--- config.mk ---
export PLATFORM = sky130hd
export DESIGN_NAME = peak_search
export DESIGN_NICKNAME = d
export VERILOG_FILES = /design/src/rtl/peak_search.sv
export SDC_FILE = /design/constraint.sdc
export NUM_CORES = 1
export LEC_CHECK = 0
export CAP_MARGIN = 20
export CORE_AREA = 5 5 86 88
export DETAILED_ROUTE_END_ITERATION = 8
export DIE_AREA = 0 0 91 93
export GPL_ROUTABILITY_DRIVEN = 1
export GPL_TIMING_DRIVEN = 0
export HOLD_SLACK_MARGIN = 0.12
export PLACE_DENSITY_LB_ADDON = 0.05
export SKIP_CTS_REPAIR_TIMING = 1
export SLEW_MARGIN = 20
export SYNTH_ARGS = -nofsm -noshare
export SYNTH_HDL_FRONTEND = slang
export SYNTH_SLANG_ARGS = --single-unit
--- constraint.sdc ---
create_clock -name clk -period 2.5 [get_ports clk]
set_clock_uncertainty 0.05 [all_clocks]
set_input_delay 0.5 -clock clk [delete_from_list [all_inputs] [get_ports clk]]
set_output_delay 0.5 -clock clk [all_outputs]
set_load 0.02 [all_outputs]
--- src/rtl/peak_search.sv ---
// Frame peak finder: tracks the largest magnitude and its angle/index per frame.
// Optional PEAK_SEARCH_MEAN_EN adds a frame-mean magnitude output (mean_abs_o).
module peak_search #(
  parameter int FRAME_LEN = 64,
  parameter int IDX_W     = 6
) (
  input  logic             clk,
  input  logic             rst_n,
  input  logic             val_i,
  input  logic [7:0]       abs_i,
  input  logic [15:0]      angle_i,
  input  logic             res_rdy_i,
  output logic             res_val_o,
  output logic [7:0]       peak_abs_o,
  output logic [15:0]      peak_angle_o,
  output logic [IDX_W-1:0] peak_idx_o,
  output logic             busy_o,
`ifdef PEAK_SEARCH_MEAN_EN
  output logic [7:0]       mean_abs_o,
`endif
  output logic             ovf_o
);

  typedef enum logic [1:0] {
    IDLE   = 2'd0,
    SEARCH = 2'd1,
    DONE   = 2'd2
  } state_t;

  localparam logic [IDX_W-1:0] LAST = IDX_W'(FRAME_LEN - 1);

  state_t           state;
  state_t           state_n;
  logic [IDX_W-1:0] cnt;
  logic             load;
  logic             upd;
  logic             drop;

  logic             res_val_q;
  logic             busy_q;
  logic             ovf_q;
  logic [7:0]       pk_abs_q;
  logic [15:0]      pk_ang_q;
  logic [IDX_W-1:0] pk_idx_q;

`ifdef PEAK_SEARCH_MEAN_EN
  logic [8+IDX_W-1:0] acc_q;
`endif

  // State register
  always_ff @(posedge clk) begin
    if (!rst_n) state <= IDLE;
    else        state <= state_n;
  end

  // Next state plus frame start / update / drop strobes
  always_comb begin
    state_n = state;
    load    = 1'b0;
    upd     = 1'b0;
    drop    = 1'b0;
    unique case (state)
      IDLE: begin
        if (val_i) begin
          load    = 1'b1;
          state_n = SEARCH;
        end
      end
      SEARCH: begin
        if (val_i) begin
          upd = 1'b1;
          if (cnt == LAST) state_n = DONE;
        end
      end
      DONE: begin
        // res_val_o is always high here, so res_rdy_i alone completes it
        if (res_rdy_i) begin
          if (val_i) begin
            load    = 1'b1;
            state_n = SEARCH;
          end else begin
            state_n = IDLE;
          end
        end else if (val_i) begin
          drop = 1'b1;
        end
      end
      default: state_n = IDLE;
    endcase
  end

  // Counter, peak registers, registered status flags
  always_ff @(posedge clk) begin
    if (!rst_n) begin
      cnt       <= '0;
      pk_abs_q  <= '0;
      pk_ang_q  <= '0;
      pk_idx_q  <= '0;
      res_val_q <= 1'b0;
      busy_q    <= 1'b0;
      ovf_q     <= 1'b0;
    end else begin
      if (load) begin
        cnt      <= IDX_W'(1);
        pk_abs_q <= abs_i;
        pk_ang_q <= angle_i;
        pk_idx_q <= '0;
      end else if (upd) begin
        // wraps to 0 on the last sample of the frame
        cnt <= cnt + IDX_W'(1);
        if (abs_i > pk_abs_q) begin
          pk_abs_q <= abs_i;
          pk_ang_q <= angle_i;
          pk_idx_q <= cnt;
        end
      end
      if (drop) ovf_q <= 1'b1;
      res_val_q <= (state_n == DONE);
      busy_q    <= (state_n != IDLE);
    end
  end

`ifdef PEAK_SEARCH_MEAN_EN
  // Frame sum; 8+IDX_W bits holds FRAME_LEN full-scale samples
  always_ff @(posedge clk) begin
    if (!rst_n) begin
      acc_q <= '0;
    end else if (load) begin
      acc_q <= {{IDX_W{1'b0}}, abs_i};
    end else if (upd) begin
      acc_q <= acc_q + {{IDX_W{1'b0}}, abs_i};
    end
  end

  assign mean_abs_o = acc_q[IDX_W +: 8];
`endif

  assign res_val_o    = res_val_q;
  assign busy_o       = busy_q;
  assign ovf_o        = ovf_q;
  assign peak_abs_o   = pk_abs_q;
  assign peak_angle_o = pk_ang_q;
  assign peak_idx_o   = pk_idx_q;

endmodule

After elaboration in Yosys (flattened, before gate mapping) --
Cells that the tools add are included.
Cells by class: bitwise logic cells 1, add/subtract/negate cells 1, $lt $le $gt $ge 1, div/mod/pow operators 0, multipliers 0, shift-type cells 0, muxes and demuxes 20, reductions and logical operators 7, eq/ne operators 4
Operators by type and width (number):
- 16-bit 2-to-1 mux | 3
- 8-bit 2-to-1 mux | 3
- 8-bit greater-than comparator | 1
- 1-bit 2-to-1 mux | 8
- 2-bit 2-to-1 mux | 4
- 6-bit by 1-bit adder with 6-bit output, second input constant | 1
- 6-bit equality test, second input constant | 1
- 2-bit case mux with 3 select lines | 1
- 2-bit nonzero test | 3
- 2-bit equality test, second input constant | 2
- 2-bit AND reduction | 2
- 2-bit by 1-bit equality test with 1-bit output, second input constant | 1
- 2-bit logical NOT | 1
- 1-bit case mux with 2 select lines | 1
- 2-bit OR reduction | 1
- 1-bit NOT | 1
Word-level totals: bits of input ports 28, flip-flop bits (word level) 41, bits in latches 0, logic and storage cells 43, bits in writable memories 0, output and inout bits 33, ROM bits 0, memories kept 0

Depth between registers and ports, before layout --
Gate-level depths: netlist of the first run.
depth after elaboration 5, mapped depth 10, mapped depth without buffers 7

Least setup slack after synthesis of the first run --
OpenSTA, ideal clock, no wires.
path kind input port to flip-flop, start point input abs_i[7], end point register pk_abs_q[1], in the netlist peak_abs_o[1], cell stages on the path 9, setup time 0.072 ns, data arrival time 2.196 ns, setup slack 0.182 ns, cells stage by stage ha_1 and3_1 a221oi_1 or3_1 buf_2 and3_4 buf_6 buf_6 mux2i_1
On the way: longest elaborated chain between the ends 3
RTL lines:
- start, declared | line 10 | input logic [7:0] abs_i,
- 8-bit greater-than comparator | line 111 | if (abs_i > pk_abs_q) begin
- 2-bit nonzero test (no line)
- 2-bit AND reduction (no line)
- end signal, assigned | line 105 | pk_abs_q <= abs_i;
- end signal, assigned | line 112 | pk_abs_q <= abs_i;
- end, declared | line 42 | logic [7:0] pk_abs_q;
No other way between the ends. A chain may end at the register's enable or synchronous reset.

Worst setup path after layout of the first run --
start point input abs_i[4], end point register pk_ang_q[4], in the netlist peak_angle_o[4]
On the way: longest elaborated chain between the ends 3
RTL lines:
- 8-bit greater-than comparator | line 111
- 2-bit nonzero test (no line)
- 2-bit AND reduction (no line)
- end signal, assigned | line 106 | pk_ang_q <= angle_i;
- end signal, assigned | line 113 | pk_ang_q <= angle_i;
- end, declared | line 43 | logic [15:0] pk_ang_q;
No other way between the ends.

==> results.cfg, run 1 <==
[timing]
maxSlewHeadroom_pct = 62.0
fin_hold_ws_ps = 409
final-hold-violation-count = 0
period_share_pct = 94.6
grt_setup_unrepaired = false
tightest_slew_ps = 569
setup_viol = 0
period_needed_ps = 2370
maxSlewViolCount = 0
fmax_mhz = 423

[floorplanning]
fp-row-count = 30
die_w_um = 91
die-area_um2 = 8460
die_h_um = 93
start_util_pct = 28.8
core-area_um2 = 6570
ios = 61

[critical_path]
required_ps = 2640
cp.depth = 9
path_cells = clkdlybuf4s50_1 > ha_1 > and3_4 > or3_4 > buf_6 > and3_4 > buf_6 > buf_12 > mux2i_2
r2r_cells = 10
r2r_slack_ps = 180
r2r-end = peak_angle_o[4]
crit_path_max_fanout = 10
end_kind = register
critical_path.max_stage_delay_ps = 430
critPathKind = in -> reg
worst-path-buf-inv = 4
crit_arrival_ps = 2510
worstSetupStartpointType = input pin
crit_family = buffers and inverters
critPathSlowestCell = clkdlybuf4s50_1
r2r_start = peak_abs_o[3]

[job]
maxCapViolCount = 0

[finish]
final_core_util_pct = 43.0
nets = 317
post_layout_nonfiller_instances = 361
syn_to_final_growth_pct = 49.2
n_antenna_cell = 0
fillerInstances = 658
drive_above_1_share_pct = 10.3

[routing]
ant_nets = 0
first_pass_iters = 4
postRouteWirelength_um = 4770
wl_met2_um = 2080
drt_iter0_drc = 48
wl_met1_um = 2320
vias = 1613
drc = 0
routed_via_density = 4.47
wl_per_cell_um = 13.2
met3_length_um = 305
top_layer = met4

[global_routing]
grt_max_degree = 13
track_usage_pct = 11.5
grt_antenna_before_repair = 0
first_global_vias = 1597
grt_pass1_wl_um = 7960
overflow = 0

[cts]
clk_pin_slew_ps = 80
htree_num_levels = 2
numCtsBuffers = 5
cts_buffer_depth = 2
cts_tree = built
clkSinkCount = 41
clock_latency_ps = 290
root_buffer = clkbuf_8

[logic_synthesis]
synth_flop_cell = dfxtp_1
yosysMostFrequentCell = nand2_1
synth_nets = 248
yosys_warnings = 0
synth_edf_count = 0
ys_seq_area_share_pct = 43.4
synth_top_area_share_pct = 43.4
syn_inst = 211
synth_area_leader_cell = dfxtp_1
synth_seq_cells = 41
ys_types = 36
ys_async_sr_fraction_pct = 0
netlist_area_um2 = 1890
synth_area_leaders = dfxtp_1, mux2i_1, nand2_1, ha_1, a21oi_1
postSynthAreaPerCell_um2 = 8.97
synthTopCellsByCount = nand2_1, dfxtp_1, mux2i_1, ha_1, inv_1

[place]
placed_cells = 350
dp_hpwl_um = 3390
port_buffers = 59
gp_congestion = 0.711

[min_path]
hold_path_depth = 2
hold_end = peak_angle_o[15]
hp-start = peak_angle_o[15]
min_path_type = reg -> reg

[power]
vdd_drop_max_uv = 264
finalPower_mw = 1.55
p_leak_nw = 1.18
powerDensity_nw_per_um2 = 550

[outcome]
status = complete, no violations
worst max path at each step:
stage | start | endpoint | slack [ps]
4_1_cts | abs_i[7] | peak_angle_o[4] | -220
3_5_place_dp | abs_i[7] | peak_angle_o[4] | -510
5_1_grt | abs_i[4] | peak_angle_o[4] | 70
2_1_floorplan | abs_i[7] | peak_abs_o[1] | 180
3_3_place_gp | abs_i[7] | peak_abs_o[1] | -510
6_report | abs_i[4] | peak_angle_o[4] | 130
flip-flops by register name, indices dropped and copies added, names as in the netlist:
signal / count
state: 2
peak_angle_o: 16
res_val_o: 1
cnt: 6
peak_abs_o: 8
busy_o: 1
peak_idx_o: 6
ovf_o: 1
logic make-up (layout without fill, tap and decap cells):
family / count (synthesis) / count (layout) / share of synthesized area (%)
multiplexers: 25 / 25 / 13.2
flip-flops: 41 / 41 / 43.4
XOR/XNOR: 5 / 5 / 2.32
buffers and inverters: 21 / 91 / 5.62
adder cells (fa/ha/maj): 9 / 9 / 5.95
AO/OA/AOI/OAI: 23 / 23 / 7.47
AND/OR/NAND/NOR: 87 / 87 / 22.0
layer usage:
| metal | GRT usage (%) | vias to the layer above |
|---|---|---|
| met2 | 17.4 | 38 |
| li1 | - | 847 |
| met3 | 3.78 | 6 |
| met5 | 0 | - |
| met1 | 15.2 | 722 |
| met4 | 4.16 | 0 |
report_power, final:
| group | internal [mW] | switching (mW) |
|---|---|---|
| Combinational | 0.188 | 0.169 |
| Clock | 0.250 | 0.234 |
| Sequential | 0.691 | 0.0216 |
| Total | 1.13 | 0.424 |
layout by cell type (no fill, tap or decap), types with 2 or more instances in the layout:
| master | count |
|---|---|
| nand2_1 | 53 |
| clkdlybuf4s50_1 | 52 |
| dfxtp_1 | 41 |
| mux2i_1 | 24 |
| inv_1 | 9 |
| a21oi_1 | 8 |
| nand3_1 | 8 |
| clkbuf_1 | 7 |
| nor2_1 | 7 |
| o21ai_0 | 7 |
| clkbuf_8 | 7 |
| dlymetal6s2s_1 | 7 |
| ha_1 | 5 |
| buf_4 | 4 |
| ha_4 | 4 |
| and3_4 | 3 |
| and2_1 | 3 |
| xor2_1 | 3 |
| nand2b_1 | 2 |
| buf_6 | 2 |
| nor2b_1 | 2 |
| buf_12 | 2 |
| xnor2_1 | 2 |
layout make-up:
type	instances	area, um^2	area share, %
clock buffers	7	96.3	3.41
repair buffers	62	631	22.3
multi-input cells	149	1040	36.8
plain buffers	12	96.3	3.41
clock inverters	1	5.00	0.177
inverters	9	33.8	1.20
well taps	80	100	3.55
flip-flops and latches	41	821	29.1
worst reg2reg max path, cell delays in order, from the launching register on:
cell	delay [ps]
dfxtp_1	360
inv_1	90
ha_4	240
and4_4	200
and3_4	180
or3_4	380
buf_6	130
and3_4	150
buf_6	140
buf_12	150
mux2i_2	140
through the flow:
stage	TNS [ps]	setup WS [ps]	instance area (um^2)
6_report	0	134	2820
5_1_grt	0	68.6	2820
4_1_cts	-4110	-217	2680
3_5_place_dp	-12640	-511	2580
3_3_place_gp	-12690	-514	2580
2_1_floorplan	0	182	1890
(Power assumes the default switching activity.)
==> run 2: changes to the inputs <==
Settings changed: HOLD_SLACK_MARGIN 0.12 to 0.15, PLACE_DENSITY from default to 0.58, PLACE_DENSITY_LB_ADDON 0.05 to default.
==> results.cfg, run 2 (same netlist as run 1, synthesis figures left out) <==
[timing]
layout_setup_ws_ps = 120
fin_hold_ws_ps = 407
maxSlewViolCount = 0
final-hold-violation-count = 0
grt_setup_unrepaired = false
maxSlewHeadroom_pct = 43.5
fmax_mhz = 420
period_needed_ps = 2380
tns_ps = 0
period_share_pct = 95.2
setup_viol = 0
tightest_slew_ps = 845

[critical_path]
crit_arrival_ps = 2510
r2r-end = peak_angle_o[3]
end_kind = register
r2r_start = peak_abs_o[6]
worstSetupStartpointType = input pin
critPathKind = in -> reg
crit_path_max_fanout = 10
r2r_slack_ps = 190
r2r_cells = 10
required_ps = 2630

[floorplanning]
start_util_pct = 28.8
core-area_um2 = 6570
die-area_um2 = 8460
die_h_um = 93
fp-row-count = 30
die_w_um = 91
ios = 61

[global_routing]
grt_pass1_wl_um = 7820
grt_max_degree = 12
track_usage_pct = 11.2
overflow = 0
grt_antenna_before_repair = 0
first_global_vias = 1642

[finish]
syn_to_final_growth_pct = 47.4
nets = 314
design_area_um2 = 2790
final_cell_mix = nand2_1, clkdlybuf4s50_1, dfxtp_1, mux2i_1, inv_1
drive_above_1_share_pct = 7.94
fillerInstances = 666
final_common_cell = nand2_1
final_core_util_pct = 42.4
largest_reg_flops = 16
n_antenna_cell = 0

[cts]
numCtsBuffers = 5
clock_latency_ps = 290
cts_tree = built
htree_num_levels = 2
cts_buffer_depth = 2
clkSinkCount = 41
clk_pin_slew_ps = 80
root_buffer = clkbuf_8

[place]
gp_congestion = 0.731
place_area_um2 = 2580
dp_slack_ps = -541
dp_hpwl_um = 3420
port_buffers = 59

[routing]
drt_iter0_drc = 36
wl_per_cell_um = 13.0
first_pass_iters = 4
drc = 0
ant_nets = 0
vias = 1650
postRouteWirelength_um = 4650
routed_via_density = 4.62

[min_path]
hold_path_depth = 2
hold_end = peak_angle_o[14]
hp-start = peak_angle_o[14]
min_path_type = reg -> reg

[power]
powerDensity_nw_per_um2 = 543
vdd_drop_max_uv = 236
p_leak_nw = 1.16

[outcome]
status = complete, no violations

[job]
maxCapViolCount = 0
## run 2: per-layer routing
layer	vias up	wire, um	global-route usage, %
met5	-	0	0
met3	6	289	3.70
met4	0	43	2.57
li1	837	-	-
met1	760	2180	14.7
met2	47	2130	18.0
## run 2: final cells by class
class / instances / area, um^2 / share of cell area, %
tap: 80 / 100 / 3.59
clock buffer: 7 / 86.3 / 3.10
inverter: 9 / 33.8 / 1.21
timing repair buffer: 59 / 608 / 21.8
multi-input combinational: 149 / 1040 / 37.4
sequential: 41 / 821 / 29.4
buffer: 12 / 96.3 / 3.46
## run 2: worst max-delay path, stage by stage
cell and delay, ps:
clkdlybuf4s50_1 440, ha_1 320, and3_4 160, or3_4 380
buf_6 140, and3_4 160, buf_6 140, buf_12 150
mux2i_1 120
## run 2: metrics by stage
stage,instances,power [mW]
2_1_floorplan,211,0.910
3_3_place_gp,350,1.05
3_5_place_dp,350,1.06
4_1_cts,357,1.51
5_1_grt,357,1.60
6_report,357,1.51
## run 2: report_power, final
group	switching [mW]	internal, mW
clock	0.223	0.219
combinational	0.171	0.188
sequential	0.0212	0.691
total	0.415	1.10
## run 2: worst max-delay path by stage
stage / endpoint / start
after floorplan: peak_abs_o[1] / abs_i[7]
after global placement: peak_abs_o[1] / abs_i[7]
after detailed placement: peak_angle_o[3] / abs_i[7]
after CTS: peak_angle_o[3] / abs_i[7]
after global routing: peak_idx_o[3] / val_i
final: peak_angle_o[3] / abs_i[4]
==> run 3: changes to the inputs <==
Settings changed: CTS_CLUSTER_DIAMETER from default to 60.
==> results of run 3 <==
No change in the layout: final DEF, timing and power equal those of run 2.
